==> config.mk <==
export PLATFORM = sky130hd
export DESIGN_NAME = isp_cfg_ctrl
export DESIGN_NICKNAME = d
export VERILOG_FILES = /design/src/rtl/isp_cfg_pkg.sv /design/src/rtl/isp_frame_tracker.sv /design/src/rtl/isp_cfg_ctrl.sv
export SDC_FILE = /design/constraint.sdc
export NUM_CORES = 1
export LEC_CHECK = 0
export CAP_MARGIN = 5
export CORE_MARGIN = 8
export CORE_UTILIZATION = 62
export CTS_BUF_LIST = sky130_fd_sc_hd__clkbuf_8
export DETAILED_ROUTE_END_ITERATION = 12
export GPL_TIMING_DRIVEN = 0
export PLACE_DENSITY = 0.85
export SETUP_SLACK_MARGIN = 0.4
export SLEW_MARGIN = 40
export SYNTH_ARGS = -nofsm -noshare
export SYNTH_HDL_FRONTEND = slang
export SYNTH_SLANG_ARGS = --single-unit
export TNS_END_PERCENT = 50
==> constraint.sdc <==
create_clock -name isp_clk -period 6.86 [get_ports isp_clk]
set_clock_uncertainty 0.1 [all_clocks]
set_input_delay 1.372 -clock isp_clk [delete_from_list [all_inputs] [get_ports isp_clk]]
set_output_delay 1.372 -clock isp_clk [all_outputs]
set_load 0.01 [all_outputs]
==> src/rtl/isp_cfg_pkg.sv <==
// Shared definitions for the ISP configuration controller: register map,
// tracker FSM encoding, reset defaults and the shadow/active register payload.
package isp_cfg_pkg;

  localparam int unsigned CFG_ADDR_W  = 3;
  localparam int unsigned CFG_DATA_W  = 8;
  localparam int unsigned MODE_W      = 3;
  localparam int unsigned GAMMA_W     = 3;
  localparam int unsigned GAIN_W      = 8;
  localparam int unsigned BAYER_W     = 4;
  localparam int unsigned FRAME_CNT_W = 16;

  localparam logic [CFG_ADDR_W-1:0] ADDR_MODE   = 3'd0;
  localparam logic [CFG_ADDR_W-1:0] ADDR_GAMMA  = 3'd1;
  localparam logic [CFG_ADDR_W-1:0] ADDR_R_GAIN = 3'd2;
  localparam logic [CFG_ADDR_W-1:0] ADDR_G_GAIN = 3'd3;
  localparam logic [CFG_ADDR_W-1:0] ADDR_B_GAIN = 3'd4;
  localparam logic [CFG_ADDR_W-1:0] ADDR_BAYER  = 3'd5;
  localparam logic [CFG_ADDR_W-1:0] ADDR_COMMIT = 3'd6;
  localparam logic [CFG_ADDR_W-1:0] ADDR_RSVD   = 3'd7;

  localparam logic [GAIN_W-1:0]  GAIN_RST_DEF  = 8'h40;
  localparam logic [MODE_W-1:0]  MODE_RST_DEF  = 3'b100;
  localparam logic [BAYER_W-1:0] BAYER_RST_DEF = 4'b0001;

  typedef enum logic {
    ST_IDLE   = 1'b0,
    ST_ACTIVE = 1'b1
  } trk_state_e;

  typedef struct packed {
    logic [MODE_W-1:0]  mode;
    logic [GAMMA_W-1:0] gamma;
    logic [GAIN_W-1:0]  r_gain;
    logic [GAIN_W-1:0]  g_gain;
    logic [GAIN_W-1:0]  b_gain;
    logic [BAYER_W-1:0] bayer;
  } cfg_regs_t;

  // Apply one host write to a register set; commit/reserved leave it untouched.
  function automatic cfg_regs_t cfg_write(input cfg_regs_t cur,
                                          input logic [CFG_ADDR_W-1:0] addr,
                                          input logic [CFG_DATA_W-1:0] wdata);
    cfg_regs_t nxt;
    nxt = cur;
    case (addr)
      ADDR_MODE:   nxt.mode   = wdata[MODE_W-1:0];
      ADDR_GAMMA:  nxt.gamma  = wdata[GAMMA_W-1:0];
      ADDR_R_GAIN: nxt.r_gain = wdata;
      ADDR_G_GAIN: nxt.g_gain = wdata;
      ADDR_B_GAIN: nxt.b_gain = wdata;
      ADDR_BAYER:  nxt.bayer  = wdata[BAYER_W-1:0];
      default:     nxt = cur;
    endcase
    return nxt;
  endfunction

  function automatic logic [CFG_DATA_W-1:0] cfg_read(input cfg_regs_t regs,
                                                     input logic [CFG_ADDR_W-1:0] addr);
    logic [CFG_DATA_W-1:0] data;
    data = '0;
    case (addr)
      ADDR_MODE:   data = CFG_DATA_W'(regs.mode);
      ADDR_GAMMA:  data = CFG_DATA_W'(regs.gamma);
      ADDR_R_GAIN: data = regs.r_gain;
      ADDR_G_GAIN: data = regs.g_gain;
      ADDR_B_GAIN: data = regs.b_gain;
      ADDR_BAYER:  data = CFG_DATA_W'(regs.bayer);
      default:     data = '0;
    endcase
    return data;
  endfunction

endpackage

==> src/rtl/isp_frame_tracker.sv <==
// Frame position tracker: latches geometry at frame start, counts pixels and
// lines on data_en, and produces registered frame_start/frame_end/frame_cnt.
module isp_frame_tracker
  import isp_cfg_pkg::*;
#(
  parameter int unsigned GEOM_W = 12
) (
  input  logic                   clk_i,
  input  logic                   rst_ni,
  input  logic                   data_en_i,
  input  logic [GEOM_W-1:0]      h_active_i,
  input  logic [GEOM_W-1:0]      v_active_i,
  output trk_state_e             state_o,
  output logic                   frame_start_o,
  output logic                   frame_end_o,
  output logic [FRAME_CNT_W-1:0] frame_cnt_o
);

  trk_state_e             state_q, state_d;
  logic [GEOM_W-1:0]      h_geom_q, h_geom_d, v_geom_q, v_geom_d;
  logic [GEOM_W-1:0]      pix_q, pix_d, line_q, line_d;
  logic                   fs_q, fs_d, fe_q, fe_d;
  logic [FRAME_CNT_W-1:0] cnt_q, cnt_d;

  logic [GEOM_W-1:0] cur_h, cur_v, cur_pix, cur_line;
  logic              eol, eof;

  // In IDLE the incoming pixel is pixel 0 of a frame using the live geometry;
  // a zero geometry wraps its last-index compare to all-ones (2^GEOM_W).
  always_comb begin
    state_d  = state_q;
    h_geom_d = h_geom_q;
    v_geom_d = v_geom_q;
    pix_d    = pix_q;
    line_d   = line_q;
    fs_d     = 1'b0;
    fe_d     = 1'b0;
    cnt_d    = cnt_q;

    cur_h    = (state_q == ST_IDLE) ? h_active_i : h_geom_q;
    cur_v    = (state_q == ST_IDLE) ? v_active_i : v_geom_q;
    cur_pix  = (state_q == ST_IDLE) ? '0 : pix_q;
    cur_line = (state_q == ST_IDLE) ? '0 : line_q;
    eol      = (cur_pix == cur_h - GEOM_W'(1));
    eof      = eol && (cur_line == cur_v - GEOM_W'(1));

    if (data_en_i) begin
      if (state_q == ST_IDLE) begin
        h_geom_d = h_active_i;
        v_geom_d = v_active_i;
        fs_d     = 1'b1;
      end
      if (eof) begin
        fe_d    = 1'b1;
        cnt_d   = cnt_q + FRAME_CNT_W'(1);
        state_d = ST_IDLE;
        pix_d   = '0;
        line_d  = '0;
      end else begin
        state_d = ST_ACTIVE;
        pix_d   = eol ? '0 : cur_pix + GEOM_W'(1);
        line_d  = eol ? cur_line + GEOM_W'(1) : cur_line;
      end
    end
  end

  always_ff @(posedge clk_i or negedge rst_ni) begin
    if (!rst_ni) begin
      state_q  <= ST_IDLE;
      h_geom_q <= '0;
      v_geom_q <= '0;
      pix_q    <= '0;
      line_q   <= '0;
      fs_q     <= 1'b0;
      fe_q     <= 1'b0;
      cnt_q    <= '0;
    end else begin
      state_q  <= state_d;
      h_geom_q <= h_geom_d;
      v_geom_q <= v_geom_d;
      pix_q    <= pix_d;
      line_q   <= line_d;
      fs_q     <= fs_d;
      fe_q     <= fe_d;
      cnt_q    <= cnt_d;
    end
  end

  assign state_o       = state_q;
  assign frame_start_o = fs_q;
  assign frame_end_o   = fe_q;
  assign frame_cnt_o   = cnt_q;

endmodule

==> src/rtl/isp_cfg_ctrl.sv <==
// Frame-synchronous ISP configuration controller: host shadow registers with an
// armed commit applied atomically between frames. Optional readback port is
// enabled by defining ISP_CFG_READBACK_EN.
module isp_cfg_ctrl
  import isp_cfg_pkg::*;
#(
  parameter int unsigned        GEOM_W    = 12,
  parameter logic [GAIN_W-1:0]  GAIN_RST  = GAIN_RST_DEF,
  parameter logic [MODE_W-1:0]  MODE_RST  = MODE_RST_DEF,
  parameter logic [BAYER_W-1:0] BAYER_RST = BAYER_RST_DEF
) (
  input  logic                   isp_clk,
  input  logic                   rst_n,
  input  logic                   data_en,
  input  logic [GEOM_W-1:0]      h_active_in,
  input  logic [GEOM_W-1:0]      v_active_in,
  input  logic                   cfg_valid,
  output logic                   cfg_ready,
  input  logic [CFG_ADDR_W-1:0]  cfg_addr,
  input  logic [CFG_DATA_W-1:0]  cfg_wdata,
  output logic [MODE_W-1:0]      mode_sel,
  output logic [GAMMA_W-1:0]     gamma_coe,
  output logic [GAIN_W-1:0]      r_gain,
  output logic [GAIN_W-1:0]      g_gain,
  output logic [GAIN_W-1:0]      b_gain,
  output logic [BAYER_W-1:0]     bayer_start,
  output logic                   cfg_pending,
  output logic                   frame_start,
  output logic                   frame_end,
  output logic [FRAME_CNT_W-1:0] frame_cnt
`ifdef ISP_CFG_READBACK_EN
  ,
  input  logic [CFG_ADDR_W-1:0]  rd_addr,
  input  logic                   rd_sel,
  output logic [CFG_DATA_W-1:0]  rd_data
`endif
);

  localparam cfg_regs_t CFG_RST = '{
    mode:   MODE_RST,
    gamma:  '0,
    r_gain: GAIN_RST,
    g_gain: GAIN_RST,
    b_gain: GAIN_RST,
    bayer:  BAYER_RST
  };

  cfg_regs_t  shadow_q, shadow_d, active_q, active_d;
  logic       pending_q, pending_d, ready_q;
  logic       wr_fire;
  trk_state_e trk_state;

  isp_frame_tracker #(
    .GEOM_W (GEOM_W)
  ) u_tracker (
    .clk_i         (isp_clk),
    .rst_ni        (rst_n),
    .data_en_i     (data_en),
    .h_active_i    (h_active_in),
    .v_active_i    (v_active_in),
    .state_o       (trk_state),
    .frame_start_o (frame_start),
    .frame_end_o   (frame_end),
    .frame_cnt_o   (frame_cnt)
  );

  // An armed commit lands whenever the tracker sits between frames; while
  // armed, ready is low so no write can race the apply.
  always_comb begin
    shadow_d  = shadow_q;
    active_d  = active_q;
    pending_d = pending_q;
    wr_fire   = cfg_valid && ready_q;

    if (pending_q && (trk_state == ST_IDLE)) begin
      active_d  = shadow_q;
      pending_d = 1'b0;
    end else if (wr_fire) begin
      if (cfg_addr == ADDR_COMMIT) begin
        pending_d = 1'b1;
      end else begin
        shadow_d = cfg_write(shadow_q, cfg_addr, cfg_wdata);
      end
    end
  end

  always_ff @(posedge isp_clk or negedge rst_n) begin
    if (!rst_n) begin
      shadow_q  <= CFG_RST;
      active_q  <= CFG_RST;
      pending_q <= 1'b0;
      ready_q   <= 1'b1;
    end else begin
      shadow_q  <= shadow_d;
      active_q  <= active_d;
      pending_q <= pending_d;
      ready_q   <= !pending_d;
    end
  end

  assign cfg_ready   = ready_q;
  assign cfg_pending = pending_q;
  assign mode_sel    = active_q.mode;
  assign gamma_coe   = active_q.gamma;
  assign r_gain      = active_q.r_gain;
  assign g_gain      = active_q.g_gain;
  assign b_gain      = active_q.b_gain;
  assign bayer_start = active_q.bayer;

`ifdef ISP_CFG_READBACK_EN
  logic [CFG_DATA_W-1:0] rd_data_q;

  always_ff @(posedge isp_clk or negedge rst_n) begin
    if (!rst_n) begin
      rd_data_q <= '0;
    end else if (rd_addr == ADDR_COMMIT) begin
      rd_data_q <= CFG_DATA_W'(pending_q);
    end else if (rd_addr == ADDR_RSVD) begin
      rd_data_q <= frame_cnt[CFG_DATA_W-1:0];
    end else begin
      rd_data_q <= cfg_read(rd_sel ? shadow_q : active_q, rd_addr);
    end
  end

  assign rd_data = rd_data_q;
`endif

endmodule

==> results.toml <==
[floorplanning]
std_cell_rows = 39
die_y_um = 123
die_area_um2 = 15200
start_util_pct = 63.2
coreArea_um2 = 11300
dieWidth_um = 123
io_pins = 93

[sta]
slew_violations = 0
hold_viol_final = 0
period_share_pct = 81.0
clock.fmax_mhz = 180
finalSetupViolCount = 0
finalCriticalPeriod_ps = 5550
rsz0062_at_grt = "no"
worst-slew-pin-transition_ps = 852
setup_slack_ps = 1310
setup_tns_ps = 0
max_slew_margin_pct = 43.0

[detailed_routing]
dr.pass1.iters = 5
drc = 0
wirelength_mm = 18.3
drtIter0Drc = 605
wl_per_cell_um = 17.8
routed_via_density = 5.96
drtAntennaViolNets = 0
vias = 6119

[setup_path]
critPathCaptureType = "register"
crit_type = "reg -> reg"
start_kind = "register"
cp_max_fo = 10
worstPathArrival_ps = 5780
required_ps = 7090

[clock_tree]
cts_tree = "yes"
cts_buffer_depth = 2
cts_max_level = 4
cts.clk_slew.worst_paths_ps = 80
clock_sinks = 137
numCtsBuffers = 17
cts.repair.resized = 0
clock_latency_ps = 440
root_buffer = "clkbuf_8"
postCtsSetupBuffers = 0
postCtsHoldBufs = 0

[yosys]
syn-num-nets = 803
avgSynthCellArea_um2 = 9.43
synth-seq-cells = 137
yosys_most_used_dff = "dfrtp_1"
netlist_area_um2 = 7150
async_flop_share_pct = 100
synthDistinctLibCells = 65
yosysSeqAreaShare_pct = 48.1
synth_edf_count = 0
syn_inst = 759
synth_warnings = 0

[cells_and_area]
stdcell_count = 1027
multi_input_area_um2 = 3520
stdcell_area_um2 = 8680
drive_gt1_share_pct = 11.3
n_fill_cell = 768
nets = 915
antenna_cells = 0
area_growth_pct = 21.3
seqCellArea_um2 = 3440

[run]
max_cap_violations = 0

[placed_design]
dpl.hpwl_mm = 13.3
port_buffers = 92
gp_congestion = 0.938
numPlacedInstances = 995
pre_cts_ws_ps = 1430
placed_cell_area_um2 = 8290

[min_path]
hold_class = "reg -> reg"

[grt]
grt_usage_pct = 24.7
grt_pass1_vias = 6128
grt_antenna_before_repair = 0
grt_pass1_wl_mm = 29.9
grt_max_degree = 77
gr-total-overflow = 0

[power]
leakagePower_nw = 3.97
irDropWorstVdd_v = 0.000257
power_density_nw_per_um2 = 239

[status]
outcome = "completed"
==> sequential cells by signal (all words and copies together) (netlist names), 4 cells and up <==
signal,flops
u_tracker.h_geom_q,12
r_gain,8
b_gain,8
g_gain,8
u_tracker.frame_cnt_o,16
bayer_start,4
u_tracker.line_q,12
u_tracker.pix_q,12
u_tracker.v_geom_q,12
shadow_q,34
==> worst max-delay path: stages, from the launching register on <==
cell	delay (ps)
dfrtp_1	390
buf_6	140
buf_2	240
buf_2	300
clkbuf_1	420
clkbuf_1	470
buf_1	530
mux2i_1	280
ha_1	270
o21ai_0	210
a2111oi_0	510
or2_2	210
and4_1	170
and3_1	150
clkbuf_1	290
nor3b_4	430
nand4_1	160
xnor2_1	150
==> cell usage after synthesis (3+ instances only) <==
cell	n	area share (%)
buf_2	5	0.35
a21oi_1	15	1.0
nand2_1	212	11
dfrtp_1	126	44
mux2i_1	13	1.8
nor4_1	9	0.79
o2bb2ai_1	5	0.61
and2_1	5	0.44
nor2_1	34	1.8
a21o_1	5	0.52
dfstp_2	11	4.0
nand3_1	30	2.1
and3_1	14	1.2
nor4b_1	3	0.37
xor2_1	18	2.2
buf_4	4	0.42
mux2_2	36	5.7
o211ai_1	4	0.42
clkbuf_1	23	1.2
nor3_1	16	1.1
ha_1	5	0.87
nand4_1	11	0.96
nand4b_1	8	0.98
nor3b_1	5	0.52
nand2b_1	10	0.87
or4_1	3	0.31
and4_1	7	0.86
or3_1	3	0.26
o21ai_0	31	2.2
inv_1	7	0.37
xnor2_1	36	4.4
==> final timing paths <==
path	start	endpoint	slack, ps	depth (start not counted)
max in group asynchronous	rst_n	mode_sel[2]	5120	2
max reg2reg	u_tracker.state_o	u_tracker.frame_cnt_o[8]	1310	17
min in group asynchronous	rst_n	u_tracker.h_geom_q[8]	760	1
min reg2reg	shadow_q[26]	r_gain[6]	360	2
min	shadow_q[26]	r_gain[6]	360	2
max	u_tracker.state_o	u_tracker.frame_cnt_o[8]	1310	17
==> per-stage QoR <==
step	hold WS, ps	total power, mW	utilization (%)
after floorplan	332	1.29	-
after global placement	340	1.40	72.9
after detailed placement	348	1.42	73.2
after CTS	360	2.08	76.7
after global routing	378	2.17	76.7
final	357	2.08	76.7
==> layer usage <==
layer	track usage [%]	up-vias	share of wire, %
met5	0	-	0
met4	8.58	0	2.1
met3	5.62	41	6.6
met2	41.4	249	49
met1	30.9	2976	42
li1	-	2853	-
==> cells in the final DEF, fill, tap and decap left out, types with 18 or more instances in the layout <==
cell type / Yosys / layout
clkdlybuf4s50_1: 0 / 91
xor2_1: 18 / 18
nand2_1: 212 / 212
clkbuf_1: 23 / 23
clkbuf_8: 0 / 19
o21ai_0: 31 / 31
nor2_1: 34 / 34
mux2_2: 36 / 36
xnor2_1: 36 / 36
nand3_1: 30 / 30
dfrtp_1: 126 / 126
==> report_power, final <==
group	internal (mW)	leakage, nW	switching (mW)	total, mW
combinational	0.206	2.02	0.179	0.385
clock	0.339	0.200	0.315	0.654
sequential	0.932	1.76	0.105	1.04
==> layout make-up <==
cell class	count	share of cell area [%]
buffer	35	1.85
clock buffer	19	3.01
clock inverter	13	1.51
inverter	8	0.346
multi-input combinational	579	40.6
sequential	137	39.7
tap	143	2.06
timing repair buffer	93	11.0
==> cell families (layout without fill, tap and decap cells) <==
kind of cell | count (synthesis) | after routing | share of synthesized area (%)
compound gates | 82 | 82 | 7.56
mux | 49 | 49 | 7.49
flops | 137 | 137 | 48.1
fa+ha+maj | 5 | 5 | 0.874
xor+xnor | 55 | 55 | 6.94
buf+inv | 43 | 168 | 2.66
simple gates | 388 | 388 | 26.4
(Power assumes the default switching activity.)
